[config.mk]
export PLATFORM = sky130hd
export DESIGN_NAME = flag_branch_unit
export DESIGN_NICKNAME = d
export VERILOG_FILES = /design/src/rtl/flag_branch_unit.sv
export SDC_FILE = /design/constraint.sdc
export NUM_CORES = 1
export LEC_CHECK = 0
export ABC_AREA = 1
export CAP_MARGIN = 20
export CORE_UTILIZATION = 49
export CTS_CLUSTER_SIZE = 25
export DETAILED_ROUTE_END_ITERATION = 10
export PLACE_DENSITY = 0.85
export SYNTH_ARGS = -nofsm -noshare
export SYNTH_HDL_FRONTEND = slang
export SYNTH_SLANG_ARGS = --single-unit
[constraint.sdc]
create_clock -name clk -period 2.6 [get_ports clk]
set_input_delay 0.52 -clock clk [delete_from_list [all_inputs] [get_ports clk]]
set_output_delay 0.52 -clock clk [all_outputs]
set_load 0.02 [all_outputs]
[src/rtl/flag_branch_unit.sv]
// N/V/Z flag register plus a single-outstanding conditional branch resolver.
// Stalls on in-flight flag producers and holds a front-end flush window after taken branches.
module flag_branch_unit #(
    parameter int unsigned FLUSH_CYCLES = 2
) (
    input  logic        clk,
    input  logic        rst,
    input  logic [2:0]  alu_flag,
    input  logic [2:0]  flag_we,
    input  logic        alu_busy,
    input  logic        br_valid,
    output logic        br_ready,
    input  logic [2:0]  br_cond,
    input  logic [15:0] br_target,
    input  logic [15:0] br_fallthru,
    output logic        br_done,
    output logic        br_taken,
    output logic [15:0] redirect_pc,
    output logic        flush,
    output logic [2:0]  flag_q
);

    typedef enum logic [1:0] {
        ST_IDLE  = 2'd0,
        ST_WAIT  = 2'd1,
        ST_FLUSH = 2'd2
    } state_t;

    localparam logic [2:0] FLUSH_LOAD = 3'(FLUSH_CYCLES - 1);
    localparam logic [2:0] CC_ALWAYS  = 3'b111;

    state_t      state_q;
    logic [2:0]  cnt_q;
    logic [2:0]  cond_q;
    logic [15:0] target_q;
    logic [15:0] fallthru_q;

    logic [2:0]  flag_d;
    logic        accept;
    logic        stall_now;
    logic        eval_now;
    logic        taken_now;
    logic [2:0]  eval_cond;
    logic [15:0] eval_target;
    logic [15:0] eval_fallthru;

    // Flags are ordered {N, V, Z}.
    function automatic logic cond_met(input logic [2:0] ccc, input logic [2:0] f);
        logic n;
        logic v;
        logic z;
        logic res;
        n = f[2];
        v = f[1];
        z = f[0];
        case (ccc)
            3'b000:  res = !z;
            3'b001:  res = z;
            3'b010:  res = !z && !n;
            3'b011:  res = n;
            3'b100:  res = z || (!z && !n);
            3'b101:  res = n || z;
            3'b110:  res = v;
            default: res = 1'b1;
        endcase
        return res;
    endfunction

    always_comb begin
        // Same-cycle flag writes are forwarded into the evaluation.
        flag_d        = (flag_we & alu_flag) | (~flag_we & flag_q);
        br_ready      = (state_q == ST_IDLE) && !rst;
        accept        = br_valid && br_ready;
        stall_now     = 1'b0;
        eval_now      = 1'b0;
        eval_cond     = br_cond;
        eval_target   = br_target;
        eval_fallthru = br_fallthru;
        if (state_q == ST_IDLE) begin
            if (accept) begin
                if (alu_busy && (br_cond != CC_ALWAYS)) begin
                    stall_now = 1'b1;
                end else begin
                    eval_now = 1'b1;
                end
            end
        end else if (state_q == ST_WAIT) begin
            eval_cond     = cond_q;
            eval_target   = target_q;
            eval_fallthru = fallthru_q;
            eval_now      = !alu_busy;
        end
        taken_now = cond_met(eval_cond, flag_d);
    end

    always_ff @(posedge clk) begin
        if (accept) begin
            cond_q     <= br_cond;
            target_q   <= br_target;
            fallthru_q <= br_fallthru;
        end
    end

    always_ff @(posedge clk) begin
        if (rst) begin
            state_q     <= ST_IDLE;
            flag_q      <= 3'b000;
            cnt_q       <= 3'd0;
            br_done     <= 1'b0;
            br_taken    <= 1'b0;
            redirect_pc <= 16'h0000;
            flush       <= 1'b0;
        end else begin
            flag_q  <= flag_d;
            br_done <= eval_now;
            if (eval_now) begin
                br_taken    <= taken_now;
                redirect_pc <= taken_now ? eval_target : eval_fallthru;
            end
            case (state_q)
                ST_IDLE: begin
                    if (stall_now) begin
                        state_q <= ST_WAIT;
                    end else if (eval_now && taken_now) begin
                        state_q <= ST_FLUSH;
                        flush   <= 1'b1;
                        cnt_q   <= FLUSH_LOAD;
                    end
                end
                ST_WAIT: begin
                    if (eval_now) begin
                        if (taken_now) begin
                            state_q <= ST_FLUSH;
                            flush   <= 1'b1;
                            cnt_q   <= FLUSH_LOAD;
                        end else begin
                            state_q <= ST_IDLE;
                        end
                    end
                end
                ST_FLUSH: begin
                    if (cnt_q == 3'd0) begin
                        state_q <= ST_IDLE;
                        flush   <= 1'b0;
                    end else begin
                        cnt_q <= cnt_q - 3'd1;
                    end
                end
                default: begin
                    state_q <= ST_IDLE;
                    flush   <= 1'b0;
                end
            endcase
        end
    end

endmodule

=== After elaboration in Yosys (flattened, before gate mapping) ===
Index checks and enable logic that the tools add are counted.

* Bits in registers: 62
* Bits of input ports: 45
* Output and inout bits: 23
* Logic and storage cells: 82

* Add/subtract/negate cells: 1
* Equality and inequality tests: 16
* Mux-type cells: 33
* Bitwise gates (word level): 4
* Reductions and logical operators: 18

{| class="wikitable"
|+ Operators with widths
! operator !! count
|-
| 2-to-1 mux 16 bit || 5
|-
| 2-to-1 mux 3 bit || 7
|-
| 2-to-1 mux 1 bit || 12
|-
| 2-to-1 mux 2 bit || 5
|-
| != test 2 bit (second input constant) || 5
|-
| equality test 3 bit (second input constant) || 3
|-
| one-hot mux 3 bit (3 select lines) || 1
|-
| one-hot mux 1 bit (7 select lines) || 1
|-
| bitwise AND 3 bit || 2
|-
| equality test 3 x 2 -> 1 bit (second input constant) || 2
|-
| logical NOT 3 bit || 2
|-
| one-hot mux 2 bit (3 select lines) || 1
|-
| AND reduction 6 bit || 1
|-
| logical AND 1 bit || 5
|-
| AND reduction 5 bit || 1
|-
| logical NOT 1 bit || 4
|-
| equality test 3 x 1 -> 1 bit (second input constant) || 1
|-
| != test 3 x 2 -> 1 bit (second input constant) || 1
|-
| != test 3 bit (second input constant) || 1
|-
| NOT 3 bit || 1
|-
| bitwise OR 3 bit || 1
|-
| one-hot mux 1 bit (3 select lines) || 1
|-
| AND reduction 3 bit || 1
|-
| nonzero test 3 bit || 1
|-
| other kinds (6) || 7
|}

=== Logic depth before layout (Yosys ltp) ===
Gate-level depths: netlist of the first run.

* Word-level depth: 11
* Depth in mapped cells: 15
* Mapped depth without buffers: 14

=== Worst setup path before layout of the first run ===
No wires, ideal clock.

* Path kind: input -> register
* Start: input rst
* End: register cond_q[0], enable pin
* Library setup time: 0.390 ns
* Arrival: 2.077 ns
* Data required time: 2.210 ns
* Path slack: 0.134 ns
* Cell stages on the path: 4
* Path buffers: 1
* Cells stage by stage: buf_2 > nor3_1 > nand2_1 > inv_1

* Cells in the longest elaborated chain, start to end: 3

{| class="wikitable"
|+ Ends and longest elaborated chain
! what !! RTL line !! RTL
|-
| start, declared || 7 || <nowiki>input logic rst,</nowiki>
|-
| logical NOT 1 bit || 72 || <nowiki>br_ready = (state_q == ST_IDLE) && !rst;</nowiki>
|-
| logical AND 1 bit || 72 ||
|-
| named net br_ready || 12 || <nowiki>output logic br_ready,</nowiki>
|-
| logical AND 1 bit || 73 || <nowiki>accept = br_valid && br_ready;</nowiki>
|-
| named net accept || 39 || <nowiki>logic accept;</nowiki>
|-
| end signal, assigned || 98 || <nowiki>cond_q <= br_cond;</nowiki>
|-
| end, declared || 34 || <nowiki>logic [2:0] cond_q;</nowiki>
|}

The timed path passes the listed nets, and every way through them passes these cells.
A chain may end at the register's enable or synchronous reset.

=== Worst setup path in the final report of the first run ===
* Start: input rst
* End: output br_ready

* Cells in the longest elaborated chain, start to end: 2

{| class="wikitable"
|+ Ends and longest elaborated chain
! what !! RTL line
|-
| logical NOT 1 bit || 72
|-
| logical AND 1 bit || 72
|-
| end, declared || 12
|}

No other way between the ends.

==> results of run 1 <==
[cells in the mapped netlist]
cell and number:
ha_1 2, xnor2_1 1, o21bai_1 1, inv_1 30
nor2_1 41, o21ai_1 17, dfxtp_1 27, edfxtp_1 35
nand2_4 1, nand2_1 146, inv_2 3, buf_2 4
nand3_1 8, nand4_1 1, nand2_2 3, o21ai_0 3
o21ai_2 1, nor3_1 1, buf_4 3, clkbuf_1 4
a21oi_1 24, nor2_4 1, buf_1 4
[sequential cells by signal, summed over array words and instances, names as in the netlist]
name and count:
br_taken 1, br_done 1, cond_q 3, cnt_q 3
flag_q 3, fallthru_q 16, redirect_pc 16, target_q 16
flush 1, state_q 2
[worst max-delay path by stage]
stage,startpoint,endpoint,slack [ns],cells after the start
2_1_floorplan,rst,cond_q[0],0.13,4
3_5_place_dp,rst,redirect_pc[7],0.22,10
4_1_cts,rst,br_ready,0.25,3
3_3_place_gp,rst,br_ready,0.33,3
5_1_grt,rst,br_ready,0.16,3
6_report,rst,br_ready,0.26,3
[tightest hold or removal path: cells and delay by family, from the launching register on]
family          cells  cell delay [ns]
compound gates      1             0.05
buf+inv             1             0.05
flops               1             0.31
[cells by family (layout without fill, tap and decap cells)]
family	after synthesis	after routing	synth area share, %
DFF	62	62	55.8
adders and majority gates	2	2	0.877
AOI/OAI and AO/OA	46	46	8.29
buffers and inverters	48	123	6.89
and+or+nand+nor	202	202	27.9
xor gates and xnor gates	1	1	0.307
[per-layer routing]
metal  vias up  share of wire, %
met5         -                 0
met4         0               2.2
met3        10               4.6
met2        79                46
met1      1096                47
li1       1279                 -
[area by class of cell]
cell class	count	area, sq um	area share [%]
clock inverter	7	65.1	1.70
tap	72	90.1	2.36
timing repair buffer	74	761	19.9
multi-input combinational	251	1060	27.9
clock buffer	9	124	3.24
sequential	62	1590	41.7
inverter	33	124	3.24
[stage by stage]
step	power, mW	utilization, %	instance area, sq um	std cells	hold slack (ns)
floorplan	1.37	-	2850	361	0.462
global placement	1.55	65.1	3630	492	0.444
CTS	2.37	68.5	3820	508	0.458
finish	2.36	68.5	3820	508	0.454
detailed placement	1.57	65.1	3630	492	0.447
global route	2.47	68.5	3820	508	0.495
[layout by cell type, fill, tap and decap left out, types with 3 or more instances in the layout]
| cell | count |
|---|---|
| a21oi_1 | 24 |
| buf_12 | 3 |
| buf_4 | 4 |
| clkbuf_8 | 9 |
| clkdlybuf4s50_1 | 67 |
| clkinvlp_4 | 3 |
| dfxtp_1 | 27 |
| edfxtp_1 | 35 |
| inv_1 | 30 |
| inv_2 | 3 |
| nand2_1 | 146 |
| nand2_2 | 3 |
| nand3_1 | 8 |
| nor2_1 | 41 |
| o21ai_0 | 3 |
| o21ai_1 | 17 |
[power by group through the flow]
stage / combinational [mW] / sequential (mW) / clock, mW
floorplan: 0.210 / 1.16 / 0
finish: 0.430 / 1.12 / 0.809
CTS: 0.431 / 1.12 / 0.817
detailed placement: 0.427 / 1.14 / 0
global route: 0.480 / 1.12 / 0.866
global placement: 0.417 / 1.14 / 0
==> results.md, run 1 <==
* Most common cell on crit path: clkdlybuf4s50_1
* Antenna viol nets, final at 0
* # IOs at 68
* Top delay family on crit path: buffers and inverters
* P_int at roughly 1.7 mW
* Pwr dens at 617 nW/um^2
* # resized after CTS at 0
* Synth area leaders: edfxtp_1 37%, nand2_1 19%, dfxtp_1 19%
* TritonCTS buffer count at 9
* FP Rows at 27
* Worst Max-Slew Pin Slew at approximately 0.34 ns
* Worst skew pair latency at approximately 0.34 ns
* P_leak at ~1.6 nW
* Die area at 6130 sq um
* Minimum clock period after layout at 2.34 ns
* DRC Markers at 0
* Die Span Y at 78.3 um
* Largest net degree at the start of global routing at 34
* Met1 usage at 30.5%
* Initial Util at approximately 50%
* Final Routed Wirelength at around 6300 um
* DP HPWL at roughly 4400 um
* CTS tree: built
* Pre-CTS setup slack at between 0.2 and 0.25 ns
* Min-Delay Path Class: reg -> reg
* Slowest stage cell, crit path: clkdlybuf4s50_1
* Outcome: complete, no violations
* Vias in the first global route at between 2k and 2.5k
* Total GRT Usage at between 20% and 30%
* CP endpoint kind: output pin
* Die W at between 70 and 80 um
* GP Congestion at approximately 0.85
* Diode count at 0
* Crit-path max FO at 2
* Initial antenna violation count at 0
* Hold Path Depth at 2
* Reg2Reg Setup Slack at 0.61 ns
* Max-Cap Viols at 0
* Gr ovfl total at 0
* RSZ-0062 raised after global routing: no
* Yosys reg bits at 62
* H-tree depth at 3
* Period utilization at around nine tenths
* Highest clock rate at between 400 and 500 MHz
* Final Max Slew Viols at 0
* Routing usage on met3 at between 3 and 4%
* Reg2reg end: redirect_pc[7]
* Share of cells above drive strength 1 at 6.88%
* Switching power at around 0.64 mW
* Routed wire per std cell at around 12 um
* Final setup skew at ~0.0061 ns
* Vias after detailed routing at ~2.5k
* Clk buf depth at 2
* Hold_buf cts at 0
* Final setup fails at 0
* Core Footprint at about 5600 sq um
* IO buf count at 67
* Synth Warn # at 0
* CTS root buffer: clkbuf_8
* Crit start category: primary input
* Crit path buf inv count at 2
* Hold Path Sink: flush
* Mapped Cells at between 300 and 400
* Top-area cell type share of the netlist area at a little under two fifths
* Layout Nets at about 480
* Sequential power share at between 40% and 50%
* Avg Cell Area, Syn at around 7.9 sq um
* Clock sink total at just over 60
* FF-to-FF path depth at 14
* Rel. slew slack at roughly 77%
* Sequential area share after synthesis at 55.8%
* Critical R2R Launch: state_q[1]
* Largest stage delay on the critical path at 0.66 ns
* GR peak layer: met2
* Synthesized net count at around 410
* Worst EP required at between 2 and 2.5 ns
* Clock group share of total power at roughly 34%
* Fillcell total at ~450
* TNS Setup at 0 ns
* Via density per instance at ~4.9
* Critical path arrival at ~1.8 ns
* Sw Ratio at between 20% and 30%
* GR Util met2 at ~37%
* Worst vdd ir at roughly 0.43 mV
* Distinct cells, synth at 23
* Detailed-router iteration count before antenna repair at 4
* Combinational Power Share at around 18%
* Hold path start: flush
* Post-layout worst setup margin at between 0.2 and 0.3 ns
* WS Path Type: in -> out
* CTS clk-pin slew, worst paths at around 0.07 ns
* Cell accounting for the most synthesized area: edfxtp_1
* CP cell instances: clkdlybuf4s50_1 -> nor3_1 -> clkdlybuf4s50_1
* First-pass GRT wire length at approximately 11,000 um
* Cell area after synthesis at ~2900 sq um
* Synthesis-to-layout area growth at 33.9%
* Initial DRC count at between 100 and 150
* Final Hold Fails at 0
* Post-CTS setup buffers at 0
Note: power is estimated with default switching activity, not from simulation.
==> run 2: changes to the inputs <==
--- a/config.mk
+++ b/config.mk
@@ -10,7 +10,7 @@
 export CORE_UTILIZATION = 49
 export CTS_CLUSTER_SIZE = 25
 export DETAILED_ROUTE_END_ITERATION = 10
-export PLACE_DENSITY = 0.85
+export PLACE_DENSITY = 0.79
 export SYNTH_ARGS = -nofsm -noshare
 export SYNTH_HDL_FRONTEND = slang
 export SYNTH_SLANG_ARGS = --single-unit
==> run 2 against run 1 <==
Effect of this change:
- non-clock buffer count is 2 lower
- combinational power down 2%
- final area is 1.1% lower
- die area did not move
- hold slack better by 0.0012 ns
- critical path depth stayed put
- first-iteration DRC count rose by 13%
- clock skew hardly changed
- via count rose by 1.1%
- global-route usage shrank 1.3 points
- critical path type unchanged
- critical endpoint unchanged
==> results.md, run 2 (synthesis gave the netlist of run 1 again) <==
* Outcome: complete, no violations
* Sw Ratio at about a quarter
* Antenna viol nets, final at 0
* Final setup skew at 0.00625 ns
* CTS tree: built
* Pwr dens at 599 nW/um^2
* Worst Max-Slew Pin Slew at between 0.4 and 0.5 ns
* Design area at about 3800 sq um
* Largest net degree at the start of global routing at 38
* Clk buf depth at 2
* Vias after detailed routing at between 2k and 2.5k
* # resized after CTS at 0
* RSZ-0062 raised after global routing: no
* Post-Route Utilization at between 60 and 70%
* Final Hold Fails at 0
* Die area at roughly 6000 sq um
* Layout Nets at approximately 480
* Rel. slew slack at 72.5%
* FP Rows at 27
* Clock sink total at between 60 and 70
* CTS clk-pin slew, worst paths at around 0.06 ns
* Via density per instance at approximately 4.9
* H-tree depth at 3
* Share of cells above drive strength 1 at 5.76%
* GP Congestion at 0.804
* Final Routed Wirelength at 6150 um
* Synthesis-to-layout area growth at 32.4%
* Clock group share of total power at about a third
* Vias in the first global route at about 2.4k
* Gr ovfl total at 0
* WS Path Type: in -> out
* GR Util met2 at a little over a third
* Crit-path max FO at 2
* Total GRT Usage at around 22%
* Met1 usage at between 20% and 30%
* Min-Delay Path Class: reg -> reg
* IO buf count at 67
* TNS Setup at 0 ns
* P_int at approximately 1.7 mW
* Critical path arrival at 1.82 ns
* Die Span Y at between 70 and 80 um
* Post-CTS setup buffers at 0
* Highest clock rate at around 430 MHz
* Minimum clock period after layout at 2.34 ns
* Worst EP required at between 2 and 2.5 ns
* Fillcell total at around 460
* Period utilization at between 80 and 90%
* Initial DRC count at between 150 and 200
* Final Max Slew Viols at 0
* Initial antenna violation count at 0
* # IOs at 68
* Switching power at slightly above 0.6 mW
* CP endpoint kind: output pin
* CTS root buffer: clkbuf_8
* Sequential cell area at 1590 sq um
* Worst skew pair latency at 0.34 ns
* Hold_buf cts at 0
* Biggest regs: fallthru_q: 16 flops, redirect_pc: 16 flops, target_q: 16 flops
* Final setup fails at 0
* First-pass GRT wire length at ~10,000 um
* Sequential power share at ~50%
* Area occupied by multi-input gates at 1060 sq um
* GR peak layer: met2
* TritonCTS buffer count at 9
* Routing usage on met3 at ~4.8%
* Core Footprint at approximately 5600 sq um
* Initial Util at between 50% and 60%
* DRC Markers at 0
* Die W at 78.3 um
* Worst vdd ir at 0.353 mV
* DP HPWL at between 4000 and 5000 um
* Commonest cells after routing, fill and taps aside: 146 x nand2_1, 67 x clkdlybuf4s50_1, 41 x nor2_1
* P_leak at about 1.6 nW
* Diode count at 0
* Dpl cell area at 3620 sq um
* Crit start category: primary input
* Max-Cap Viols at 0
* Most common cell after layout, fill and taps aside: nand2_1
* Combinational Power Share at 18.7%
* Detailed-router iteration count before antenna repair at 4
* Routed wire per std cell at 12.2 um
-- run 2: per-stage QoR --
stage          power, mW  setup WS (ns)  hold slack (ns)  cells
5_1_grt             2.36          0.226            0.486    506
3_3_place_gp        1.55          0.322            0.449    490
6_report            2.26          0.264            0.455    506
4_1_cts             2.28          0.273            0.453    506
3_5_place_dp        1.56          0.261            0.444    490
2_1_floorplan       1.37          0.134            0.462    361
-- run 2: per-layer routing --
layer,up-vias,part of all wire (%)
li1,1280,-
met5,-,0
met4,0,2.2
met3,12,5.5
met2,71,46
met1,1127,47
-- run 2: final timing paths --
path / slack, ns / cells after the start / from / to
max: 0.26 / 3 / rst / br_ready
min: 0.45 / 2 / flush / flush
max reg2reg: 0.45 / 15 / state_q[1] / cnt_q[1]
min reg2reg: 0.45 / 2 / flush / flush
-- run 2: layout make-up --
| cell class | instances | area share, % |
|---|---|---|
| timing repair buffer | 72 | 19.7 |
| multi-input combinational | 251 | 28.2 |
| clock inverter | 1 | 0.132 |
| tap | 72 | 2.38 |
| sequential | 62 | 42.1 |
| inverter | 33 | 3.28 |
| clock buffer | 15 | 4.14 |
-- run 2: power by group through the flow --
stage          Clock (mW)  Combinational, mW  Sequential (mW)
3_3_place_gp            0              0.416             1.14
6_report            0.720              0.423             1.12
5_1_grt             0.771              0.470             1.12
2_1_floorplan           0              0.210             1.16
4_1_cts             0.734              0.426             1.12
3_5_place_dp            0              0.423             1.14
-- run 2: critical path, stage by stage --
cell and delay (ns):
clkdlybuf4s50_1 0.44, nor3_1 0.20, clkdlybuf4s50_1 0.66
